File: src/rtl/conv_result_drain.sv
// Result drain: reads memZ in address order and streams each word out
// on a valid/ready port, with last on the final word and busy/done status.
module conv_result_drain #(
  parameter int DATA_WIDTH = 8,
  parameter int ADDR_WIDTH = 5
) (
  input  logic                    clk,
  input  logic                    rstn,
  input  logic                    start_in,
  input  logic [2*ADDR_WIDTH-1:0] config_in,
  output logic [ADDR_WIDTH:0]     memZ_addr,
  output logic                    memZ_rd,
  input  logic [2*DATA_WIDTH-1:0] dataZ_in,
  output logic [2*DATA_WIDTH-1:0] m_data,
  output logic                    m_valid,
  input  logic                    m_ready,
  output logic                    m_last,
  output logic                    busy_out,
  output logic                    done_out
);

  localparam int CW = ADDR_WIDTH + 1;
  localparam int DW = 2 * DATA_WIDTH;

  typedef enum logic [1:0] {
    IDLE,
    RUN,
    FINISH
  } state_t;

  state_t                state;
  logic [CW-1:0]         n_words;
  logic [CW-1:0]         n_cfg;
  logic [CW-1:0]         rd_cnt;
  logic [CW-1:0]         out_cnt;
  logic [ADDR_WIDTH-1:0] size_x;
  logic [ADDR_WIDTH-1:0] size_y;
  logic                  inflight;
  logic                  t_valid;
  logic [DW-1:0]         t_data;
  logic                  pop;
  logic                  push;
  logic [1:0]            level;

  assign size_x = config_in[ADDR_WIDTH-1:0];
  assign size_y = config_in[2*ADDR_WIDTH-1:ADDR_WIDTH];

  assign n_cfg = (size_x == '0 || size_y == '0) ? '0 :
                 CW'(size_x) + CW'(size_y) - CW'(1);

  assign pop  = m_valid & m_ready;
  assign push = inflight;

  // Occupancy after this cycle's pop, counting the word still in flight.
  assign level = {1'b0, m_valid} + {1'b0, t_valid}
               + {1'b0, inflight} - {1'b0, pop};

  assign memZ_rd   = (state == RUN) && (rd_cnt < n_words)
                   && (level < 2'd2);
  assign memZ_addr = memZ_rd ? rd_cnt : '0;
  assign m_last    = m_valid && (out_cnt == n_words - CW'(1));

  // Two-entry FIFO: head register drives the stream, tail absorbs stalls.
  always_ff @(posedge clk or negedge rstn) begin
    if (!rstn) begin
      inflight <= 1'b0;
      m_valid  <= 1'b0;
      m_data   <= '0;
      t_valid  <= 1'b0;
      t_data   <= '0;
    end else begin
      inflight <= memZ_rd;
      if (pop) begin
        if (t_valid) begin
          m_data  <= t_data;
          t_valid <= push;
          if (push) t_data <= dataZ_in;
        end else begin
          m_valid <= push;
          if (push) m_data <= dataZ_in;
        end
      end else if (push) begin
        if (!m_valid) begin
          m_valid <= 1'b1;
          m_data  <= dataZ_in;
        end else begin
          t_valid <= 1'b1;
          t_data  <= dataZ_in;
        end
      end
    end
  end

  always_ff @(posedge clk or negedge rstn) begin
    if (!rstn) begin
      state    <= IDLE;
      n_words  <= '0;
      rd_cnt   <= '0;
      out_cnt  <= '0;
      busy_out <= 1'b0;
      done_out <= 1'b0;
    end else begin
      done_out <= 1'b0;
      unique case (state)
        IDLE: begin
          if (start_in) begin
            n_words  <= n_cfg;
            rd_cnt   <= '0;
            out_cnt  <= '0;
            busy_out <= 1'b1;
            state    <= RUN;
          end
        end
        RUN: begin
          if (memZ_rd) rd_cnt <= rd_cnt + CW'(1);
          if (pop) out_cnt <= out_cnt + CW'(1);
          // An empty drain spends one cycle here so done lands at t+2.
          if (n_words == '0 || (pop && m_last)) begin
            state    <= FINISH;
            done_out <= 1'b1;
            busy_out <= 1'b0;
          end
        end
        FINISH: state <= IDLE;
        default: state <= IDLE;
      endcase
    end
  end

  a_no_overflow: assert property (
    @(posedge clk) disable iff (!rstn) !(push && !pop && t_valid)
  );

endmodule
File: config.mk
export PLATFORM = sky130hd
export DESIGN_NAME = conv_result_drain
export DESIGN_NICKNAME = d
export VERILOG_FILES = /design/src/rtl/conv_result_drain.sv
export SDC_FILE = /design/constraint.sdc
export NUM_CORES = 1
export LEC_CHECK = 0
export BUFFER_PORTS_ARGS = -buffer_cell sky130_fd_sc_hd__buf_2
export CAP_MARGIN = 30
export CORE_MARGIN = 2
export CORE_UTILIZATION = 55
export DETAILED_ROUTE_END_ITERATION = 8
export GPL_ROUTABILITY_DRIVEN = 0
export PLACE_DENSITY = 0.79
export SKIP_LAST_GASP = 1
export SLEW_MARGIN = 20
export SYNTH_ARGS = -nofsm -noshare
export SYNTH_HDL_FRONTEND = slang
export SYNTH_SLANG_ARGS = --single-unit
File: constraint.sdc
create_clock -name clk -period 8.9 [get_ports clk]
set_clock_uncertainty 0.1 [all_clocks]
set_input_delay 2.225 -clock clk [delete_from_list [all_inputs] [get_ports clk]]
set_output_delay 2.225 -clock clk [all_outputs]
set_load 0.005 [all_outputs]
After elaboration in Yosys (flattened, before gate mapping)
Cells that the tools add are included.
W data, S select, Z words.
Word-level totals
  output and inout port bits: 27
  logic and storage cells: 86
  bits of input ports: 30
  bits in registers: 57
Cells by class
  reductions and logical operators: 23
  $lt $le $gt $ge: 2
  equality and inequality tests: 10
  bitwise logic cells: 1
  multiplexer cells: 31
  $add $sub $neg: 8
Operators by type and width (number)
  $mux W16: 9
  $mux W6: 5
  $pmux W6 S2: 2
  $add A6 B1 Y6 const B: 2
  $ne A2 B2 Y1 const B: 6
  $reduce_and A3 Y1: 4
  $sub A6 B1 Y6 const B: 2
  $mux W1: 11
  $logic_not A5 Y1: 2
  $reduce_and A2 Y1: 4
  $reduce_bool A2 Y1: 4
  $add A5 B5 Y6: 1
  $eq A6 B6 Y1: 1
  $logic_not A6 Y1: 1
  $lt A6 B6 Y1: 1
  $logic_and A1 B1 Y1: 4
  $mux W2: 2
  $ne A2 B1 Y1 const B: 2
  $pmux W2 S2: 1
  $reduce_and A4 Y1: 1
  $add A1 B1 Y2: 1
  $add A2 B1 Y2: 1
  $eq A2 B1 Y1 const B: 1
  $logic_not A2 Y1: 1
  other kinds (5): 6

Logic depth before layout (Yosys ltp)
  word-level depth: 7
  mapped depth: 9
  depth with buffers taken out: 9

Least setup slack after synthesis
OpenSTA, ideal clock, no wires.
  path type: input to output
  start point: in m_ready
  end point: out memZ_addr[0]
  slack: 2.713 ns
  stages: 8
  arrival time: 3.862 ns
  buffers on the path: 1
  required time: 6.575 ns
  path through: nand2_1 ha_1 ha_1 a21oi_1 xor2_1 o311a_1 clkbuf_1 and2_1
Between the ends
  word-level cells in the longest chain between the ends: 5
RTL lines
  start: declaration: line 16  | input logic m_ready,
  $and A1 B1 Y1: line 51  | assign pop = m_valid & m_ready;
  $sub A2 B1 Y2: line 56  | + {1'b0, inflight} - {1'b0, pop};
  $lt A2 B2 Y1: line 59  | && (level < 2'd2);
  $logic_and A1 B1 Y1: line 59
  net memZ_rd: line 12  | output logic memZ_rd,
  $mux W6: line 60  | assign memZ_addr = memZ_rd ? rd_cnt : '0;
  end: declaration: line 11  | output logic [ADDR_WIDTH:0] memZ_addr,
The timed path passes the listed nets, and every way through them passes these cells.

Final worst setup path
  start point: in m_ready
  end point: out memZ_addr[1]
Between the ends
  word-level cells in the longest chain between the ends: 5
RTL lines (line)
  $and A1 B1 Y1: 51
  $sub A2 B1 Y2: 56
  $lt A2 B2 Y1: 59
  $logic_and A1 B1 Y1: 59
  $mux W6: 60
Every way passes these cells.

==> flow_metrics.env <==
export IMPL_p_seq_frac=0.374
export IMPL_cts_setup_buffers=0
export IMPL_wl_per_cell_um=13.56
export IMPL_drv_slew=0
export IMPL_synth_distinct_cells=45
export IMPL_fin_crit_ns=6.519
export IMPL_ios=57
export IMPL_rsz0062_at_grt="false"
export IMPL_worstSkewPairLatency_ns=0.33
export IMPL_dieWidth_um=78.78
export IMPL_power_total_uw=1220
export IMPL_synth_seq_cells=57
export IMPL_netlist_area_leader_share=0.4638
export IMPL_cp_max_fo=15
export IMPL_yosysSeqAreaShare=0.4638
export IMPL_synth_cells=295
export IMPL_h_tree_depth=3
export IMPL_ys_warn_count=0
export IMPL_relSlewSlack=0.3792
export IMPL_fmax_ghz=0.1534
export IMPL_cts_root_buffer="clkbuf_8"
export IMPL_cts_made_buffers=9
export IMPL_die_area_mm2=0.006206
export IMPL_fin_util=0.6747
export IMPL_path_cells="buf_2 > nand2_1 > ha_1 > ha_1 > a21oi_1 > xor2_1 > o311a_1 > and2_1 > buf_2"
export IMPL_hold_class="flip-flop to flip-flop"
export IMPL_fin_crit_sh=0.7324
export IMPL_syn_num_nets=347
export IMPL_p_int_uw=767.8
export IMPL_outcome="finished, final reports clean"
export IMPL_critPathRequiredTime_ns=6.58
export IMPL_drt_wl_total_mm=5.871
export IMPL_initial_utilization=0.5654
export IMPL_setup_viol=0
export IMPL_portBuffers=56
export IMPL_finalHoldViolCount=0
export IMPL_end_kind="output pin"
export IMPL_grt_pass1_wl_mm=9.735
export IMPL_ir_drop_mv=0.1448
export IMPL_cts_tree="done"
export IMPL_grt_max_degree=58
export IMPL_synth_edf_count=0
export IMPL_p_sw_frac=0.3706
export IMPL_grt_overflow=0
export IMPL_switchingPower_uw=452.1
export IMPL_syn_cell_area_mm2=0.003075
export IMPL_drive_above_1_share=0.2382
export IMPL_critPathKind="primary input to output pin"
export IMPL_drc=0
export IMPL_antenna_cells=0
export IMPL_setup_tns_ns=0
export IMPL_fp_coreArea_mm2=0.005439
export IMPL_ctsLongestPathBuffers=2
export IMPL_max_cap_violations=0
export IMPL_fp_row_count=27
export IMPL_clkTransAtPathRegs_ns=0.06
export IMPL_cp_startpoint="m_ready"
export IMPL_grt_pass1_vias=2191
export IMPL_layout_common_cells="57 x dfrtp_1, 56 x buf_2, 25 x nor2_1"
export IMPL_tightest_slew_ns=0.9290
export IMPL_hold_start="t_data[6]"
export IMPL_drt_iter0_drc=97
export IMPL_drt_pass1_iterations=6
export IMPL_static_leakage_power_uw=0.001918
export IMPL_final_common_cell="dfrtp_1"
export IMPL_cts_resized=0
export IMPL_combPwrFrac=0.425
export IMPL_via_count=2290
export IMPL_power_density_mw_per_mm2=332.4
export IMPL_dieHeight_um=78.78
export IMPL_worst_path_largest_cell_delay_ns=0.48
export IMPL_synthToLayoutAreaGrowth_pct=19.32
export IMPL_clock_sinks=57
export IMPL_yosys_area_top_type="dfrtp_1"
export IMPL_synth_top_flop_cell="dfrtp_1"
export IMPL_nets=410
export IMPL_slowest_stage="o311a_1"
export IMPL_hold_buffers=0
export IMPL_globalRouteTotalUtil=0.2036
export IMPL_start_kind="primary input"
export IMPL_antenna_found_initial=0
export IMPL_clkPwrFrac=0.201
export IMPL_arrival_ns=4.19
export IMPL_dp_hpwl_mm=4.338
export IMPL_synth_area_leaders="dfrtp_1 46%, ha_1 8.5%, mux2i_1 7.2%"
export IMPL_vias_per_cell=5.289
export IMPL_antenna_left=0
export IMPL_reg2reg_from="m_valid"
export IMPL_async_flop_share=1.000
export IMPL_synth_area_per_cell_um2=10.43
## logic make-up (layout without fill, tap and decap cells)
logic type | count (synthesis) | after routing | synth area share
compound gates | 48 | 48 | 0.09439
simple gates | 76 | 76 | 0.1217
buf+inv | 37 | 103 | 0.04638
flops | 57 | 57 | 0.4638
xor+xnor | 16 | 16 | 0.04801
fa+ha+maj | 22 | 22 | 0.09194
mux | 39 | 39 | 0.1338
## cells in the mapped netlist (2+ instances only)
cell type and number:
o21ai_1 7, nand4_1 3, dfrtp_1 57, a31o_1 2, mux2_1 16, nand2b_1 3
inv_2 5, xor2_1 10, nand2_1 19, clkbuf_1 5, inv_1 24, nor4_1 2
nand3_1 6, o22ai_1 4, or2_2 2, a21o_1 2, nor2_1 25, and2_1 6
mux2i_1 22, a21oi_1 23, a221oi_1 2, ha_1 21, xnor2_1 5, buf_2 3
## worst max-delay path, delay by kind of cell
| family | cells | cell delay (ns) |
|---|---|---|
| xor gates and xnor gates | 1 | 0.17 |
| buffers and inverters | 2 | 0.24 |
| and+or+nand+nor | 2 | 0.33 |
| adders and majority gates | 2 | 0.57 |
| AOI/OAI and AO/OA | 2 | 0.65 |
## per-stage QoR
step           std cells  hold slack, ns  worst slack [ns]  cell area [µm²]
2_1_floorplan        295          0.3635             2.713             3075
3_3_place_gp         418          0.3726             2.432             3452
3_5_place_dp         419          0.3809             2.387             3467
4_1_cts              433          0.3943             2.375             3670
5_1_grt              433          0.3972             2.189             3670
6_report             433          0.3882             2.381             3670
## worst paths after layout
path	to	cells after the start	slack (ns)
worst max-delay path	memZ_addr[1]	9	2.38
worst min-delay path	t_data[6]	1	0.39
worst max register to register	rd_cnt[4]	8	6.30
worst min register to register	t_data[6]	1	0.39
max in group asynchronous	out_cnt[4]	2	6.31
min in group asynchronous	out_cnt[2]	2	1.92
## flip-flops by register name (all words and copies together) (netlist names)
register	flops
t_valid	1
out_cnt	6
t_data	16
n_words	6
m_valid	1
state	2
busy_out	1
done_out	1
rd_cnt	6
inflight	1
m_data	16
## area by class of cell
class | instances | area, µm²
clock buffers | 12 | 165.2
clock inverters | 2 | 37.54
fillers | 424 | 1769
inverters | 29 | 108.9
multi-input cells | 201 | 1524
flip-flops and latches | 57 | 1426
well taps | 72 | 90.09
repair buffers | 60 | 317.8
## routing by layer
metal,GRT usage,part of all wire
met1,0.2529,0.45
met3,0.05227,0.047
met4,0.08947,0.022
met2,0.3368,0.48
met5,0,0
## power by group through the flow
| stage | Sequential [µW] | Combinational, µW | Clock, µW |
|---|---|---|---|
| after floorplan | 444 | 371 | 0 |
| after global routing | 472 | 583 | 259 |
| after global placement | 454 | 496 | 0 |
| after detailed placement | 460 | 523 | 0 |
| final | 456 | 519 | 245 |
| after CTS | 456 | 526 | 250 |
No activity file was read; power rests on OpenSTA's default activity.
